==> src/rtl/shift_seq_pkg.sv <==
// +-------------------------------------------------------------------------+
// | shift_seq_pkg : op encodings and FSM state type for shift_sequencer      |
// | Rev 1.0                                                                  |
// +-------------------------------------------------------------------------+
`default_nettype none

package shift_seq_pkg;

  localparam logic [1:0] OP_LOAD = 2'b00;
  localparam logic [1:0] OP_SHL  = 2'b01;
  localparam logic [1:0] OP_SHR  = 2'b10;
  localparam logic [1:0] OP_ROR  = 2'b11;

  typedef enum logic [1:0] {
    ST_IDLE = 2'd0,
    ST_RUN  = 2'd1,
    ST_DONE = 2'd2
  } state_t;

endpackage

`default_nettype wire

==> src/rtl/shift_core.sv <==
// +-------------------------------------------------------------------------+
// | shift_core : WIDTH-bit register with load / SHL / SHR / ROR update       |
// | Rev 1.0                                                                  |
// +-------------------------------------------------------------------------+
`default_nettype none

module shift_core
  import shift_seq_pkg::*;
#(
  parameter int WIDTH = 4
) (
  input  logic             clk,
  input  logic             rst,
  input  logic             load,
  input  logic             shift_en,
  input  logic [1:0]       mode,
  input  logic [WIDTH-1:0] d,
  output logic [WIDTH-1:0] q
);

  // load wins over shift_en; a LOAD mode code with shift_en holds the value
  always_ff @(posedge clk) begin
    if (rst) begin
      q <= '0;
    end else if (load) begin
      q <= d;
    end else if (shift_en) begin
      case (mode)
        OP_SHL:  q <= {q[WIDTH-2:0], 1'b0};
        OP_SHR:  q <= {1'b0, q[WIDTH-1:1]};
        OP_ROR:  q <= {q[0], q[WIDTH-1:1]};
        default: q <= q;
      endcase
    end
  end

endmodule

`default_nettype wire

==> src/rtl/shift_sequencer.sv <==
// +-------------------------------------------------------------------------+
// | shift_sequencer : command-driven FSM stepping a shift register one bit   |
// | per clock, with valid/ready intake and a one-cycle done pulse. Rev 1.0   |
// +-------------------------------------------------------------------------+
`default_nettype none

module shift_sequencer
  import shift_seq_pkg::*;
#(
  parameter int WIDTH = 4,
  parameter int AMT_W = 3
) (
  input  logic             clk,
  input  logic             rst,
  input  logic             cmd_valid,
  output logic             cmd_ready,
  input  logic [1:0]       cmd_op,
  input  logic [AMT_W-1:0] cmd_amt,
  input  logic [WIDTH-1:0] cmd_data,
  output logic [WIDTH-1:0] q,
  output logic             busy,
  output logic             done
);

  state_t           state, state_nxt;
  logic [AMT_W-1:0] cnt, cnt_nxt;
  logic [1:0]       op, op_nxt;
  logic             core_load;
  logic             core_shift;

  always_ff @(posedge clk) begin
    if (rst) begin
      state <= ST_IDLE;
      cnt   <= '0;
      op    <= OP_LOAD;
    end else begin
      state <= state_nxt;
      cnt   <= cnt_nxt;
      op    <= op_nxt;
    end
  end

  always_comb begin
    state_nxt  = state;
    cnt_nxt    = cnt;
    op_nxt     = op;
    core_load  = 1'b0;
    core_shift = 1'b0;
    case (state)
      ST_IDLE: begin
        if (cmd_valid) begin
          if (cmd_op == OP_LOAD) begin
            core_load = 1'b1;
            state_nxt = ST_DONE;
          end else if (cmd_amt == '0) begin
            state_nxt = ST_DONE;
          end else begin
            op_nxt    = cmd_op;
            cnt_nxt   = cmd_amt;
            state_nxt = ST_RUN;
          end
        end
      end
      ST_RUN: begin
        core_shift = 1'b1;
        cnt_nxt    = cnt - AMT_W'(1);
        if (cnt == AMT_W'(1)) begin
          state_nxt = ST_DONE;
        end
      end
      ST_DONE: begin
        state_nxt = ST_IDLE;
      end
      default: begin
        state_nxt = ST_IDLE;
      end
    endcase
  end

  assign cmd_ready = (state == ST_IDLE);
  assign busy      = (state != ST_IDLE);
  assign done      = (state == ST_DONE);

  // mode tracks the latched op; shifts only ever happen in RUN
  shift_core #(
    .WIDTH (WIDTH)
  ) u_core (
    .clk      (clk),
    .rst      (rst),
    .load     (core_load),
    .shift_en (core_shift),
    .mode     (op),
    .d        (cmd_data),
    .q        (q)
  );

endmodule

`default_nettype wire

==> config.mk <==
export PLATFORM = sky130hd
export DESIGN_NAME = shift_sequencer
export DESIGN_NICKNAME = d
export VERILOG_FILES = /design/src/rtl/shift_seq_pkg.sv /design/src/rtl/shift_core.sv /design/src/rtl/shift_sequencer.sv
export SDC_FILE = /design/constraint.sdc
export NUM_CORES = 1
export LEC_CHECK = 0
export BUFFER_PORTS_ARGS = -buffer_cell sky130_fd_sc_hd__buf_2
export CAP_MARGIN = 5
export CORE_UTILIZATION = 30
export CTS_CLUSTER_DIAMETER = 200
export CTS_CLUSTER_SIZE = 10
export DETAILED_ROUTE_END_ITERATION = 10
export MAX_ROUTING_LAYER = met4
export SLEW_MARGIN = 20
export SYNTH_ARGS = -nofsm -noshare
export SYNTH_HDL_FRONTEND = slang
export SYNTH_HIERARCHICAL = 1
export SYNTH_SLANG_ARGS = --single-unit
export TNS_END_PERCENT = 1
==> constraint.sdc <==
create_clock -name clk -period 3.8 [get_ports clk]
set_input_delay 1.14 -clock clk [delete_from_list [all_inputs] [get_ports clk]]
set_output_delay 1.14 -clock clk [all_outputs]
set_load 0.01 [all_outputs]
==> flow_summary.json <==
{
  "io_pins": 19,
  "slew-limit-headroom": 0.772,
  "start_kind": "register",
  "firstDrtPassIters": 4,
  "period_share": 0.579,
  "cts_resized": 0,
  "cts_tree": "built",
  "clk_path_buf_depth": 2,
  "power_frac_seq": 0.459,
  "grt.total_usage": 0.134,
  "clk_pin_slew_worst_paths_ns": 0.08,
  "place.gp.congestion": 0.750,
  "worst_slack_ns": 1.60,
  "worst_pin_slew_ns": 0.341,
  "finalNetCount": 119,
  "cts_root_buf": "clkbuf_4",
  "vias": 691,
  "hpwl_um": 1170,
  "comb_power_share": 0.261,
  "grt_overflow": 0,
  "io_buffers": 18,
  "rsz0062_at_grt": "false",
  "dieArea_sq_mm": 0.00263,
  "fp-row-count": 17,
  "seq_area_frac_synth": 0.302,
  "clkLatencyLatePin_ns": 0.27,
  "min_path_type": "reg2reg",
  "powerDensity_mw_per_mm2": 342,
  "arrival_ns": 1.06,
  "status": "finished clean",
  "synth.distinct_cells": 38,
  "finalClockSkew_ns": 0.000422,
  "wirelength_um": 1560,
  "p_int_mw": 0.202,
  "holdBufCountCts": 0,
  "via_per_inst": 5.32,
  "drv_slew": 0,
  "maxCapViolCount": 0,
  "syn_area_sq_um": 728,
  "areaGrowthSynthToFinish_pct": 18.7,
  "drive_above_1_share": 0.284,
  "p_sw_frac": 0.317,
  "crit_fanout": 6,
  "postCtsSetupRepairBufs": 0,
  "finalSetupViolCount": 0,
  "antenna_cells": 0,
  "cts_num_sinks": 11,
  "ant_nets": 0,
  "setup.worst_path.class": "reg2out",
  "cts_buffers": 3,
  "antenna_found_initial": 0,
  "routedWlPerCell_um": 12.0,
  "finalCriticalPeriod_ns": 2.20,
  "clkPwrFrac": 0.280,
  "end_kind": "primary output",
  "first_global_vias": 571,
  "grt_pass1_wl_um": 2500,
  "dpl_worst_slack_ns": 1.37,
  "syn-instance-count": 82,
  "timing.final.hold_violations": 0,
  "ir_worst_vdd_mv": 0.200,
  "required_ns": 2.66,
  "p_leak_nw": 0.378,
  "die_y_um": 51.3,
  "synth.avg_cell_area_sq_um": 8.88,
  "wl_met2_um": 711,
  "routed.top_layer": "met4",
  "first_iter_violations": 25,
  "route.met3.wl_um": 79,
  "wl_met1_um": 729,
  "synth-seq-cells": 11,
  "yosys_warnings": 6,
  "coreArea_sq_mm": 0.00225,
  "grt_max_degree": 17,
  "fmax_mhz": 455,
  "setup-tns-final_ns": 0,
  "die-width_um": 51.3,
  "synthesis.nets": 98,
  "switching_power_mw": 0.0937,
  "h-tree-depth": 1,
  "drc": 0,
  "start_util": 0.323
}
-- cells by family (layout without fill, tap and decap cells) --
logic type	Yosys count	count (layout)	share of synthesized area
flip-flops	11	11	0.302
adder cells (fa/ha/maj)	4	4	0.0687
XOR/XNOR	1	1	0.0120
AO/OA/AOI/OAI	20	20	0.187
buffers and inverters	9	29	0.0567
multiplexers	4	4	0.0584
AND/OR/NAND/NOR	33	33	0.314
-- per-layer routing --
layer,track usage,vias up
met1,0.165,321
met5,-,-
met3,0.0268,4
met4,0.0946,0
met2,0.193,21
li1,-,345
-- critical path: stages (launching register included) --
cell and delay (ns):
dfxtp_1 0.38, nor2_1 0.22, inv_1 0.06, buf_2 0.14
-- final cells by class --
type	count	area [sq um]
clock buffer	4	26.3
fill	248	1390
inverter	7	26.3
multi-input combinational	62	467
sequential	11	220
tap	28	35.0
timing repair buffer	18	90.1
-- per-stage QoR --
step | util | hold slack, ns | std cells | power, mW | instance area (sq um)
final | 0.383 | 0.512 | 130 | 0.295 | 865
after global routing | 0.383 | 0.557 | 130 | 0.316 | 865
after CTS | 0.383 | 0.513 | 130 | 0.298 | 865
after detailed placement | 0.372 | 0.502 | 126 | 0.215 | 838
after global placement | 0.372 | 0.494 | 126 | 0.214 | 838
after floorplan | - | 0.463 | 82 | 0.192 | 728
-- power by group through the flow --
| stage | logic (mW) | registers, mW | clock network, mW |
|---|---|---|---|
| detailed placement | 0.0766 | 0.138 | 0 |
| global placement | 0.0758 | 0.138 | 0 |
| global route | 0.0869 | 0.138 | 0.0917 |
| CTS | 0.0773 | 0.136 | 0.0850 |
| finish | 0.0771 | 0.136 | 0.0827 |
| floorplan | 0.0551 | 0.137 | 0 |
-- registers in the layout, summed over array words and instances, names as in the netlist --
name	cells
op	2
state	2
cnt	3
u_core/q	4
-- cells in the final DEF, fill, tap and decap left out, types with 2 or more instances in the layout --
cell	synthesis	final
buf_2	0	18
a21oi_1	7	7
nor3_2	2	2
nand2_1	2	2
inv_1	6	6
a211oi_1	2	2
o221ai_1	2	2
nand3b_1	4	4
nand3_1	2	2
nand2b_4	2	2
ha_1	4	4
clkbuf_4	0	3
nor2_1	8	8
or3b_1	2	2
mux2i_1	2	2
o31ai_1	2	2
dfxtp_1	11	11
o21ai_0	2	2
-- cell usage after synthesis (all sizes together) --
cell type  number  area (sq um)
dfxtp          11           220
nor2            8          30.0
a21oi           7          35.0
inv             7          26.3
ha              4          50.1
nand2b          4          42.6
nand3b          4          30.0
nor3            3          25.0
a211oi          2          15.0
mux2            2          22.5
mux2i           2          20.0
nand2           2          7.51
nand3           2          10.0
o21ai           2          10.0
o221ai          2          17.5
o31ai           2          15.0
or3b            2          17.5
and2            1          8.76
and3            1          6.26
and4bb          1          12.5
buf             1          11.3
clkbuf          1          3.75
nand4           1          6.26
nand4bb         1          11.3
nor2b           1          6.26
nor3b           1          7.51
o21a            1          7.51
o2bb2ai         1          8.76
o311a           1          10.0
o311ai          1          8.76
o41ai           1          8.76
or4             1          7.51
xor2            1          8.76
-- path summary, 6_finish.rpt --
kind / endpoint / depth (start not counted) / slack (ns) / startpoint
worst max register to register: u_core/q[3]$_SDFFE_PP0P_ / 4 / 2.27 / state[0]$_SDFFE_PP0P_
worst min register to register: state[1]$_SDFFE_PP0P_ / 1 / 0.51 / state[1]$_SDFFE_PP0P_
worst min-delay path: state[1]$_SDFFE_PP0P_ / 1 / 0.51 / state[1]$_SDFFE_PP0P_
worst max-delay path: busy / 3 / 1.60 / state[0]$_SDFFE_PP0P_
Power figures use the tool's default switching activity.
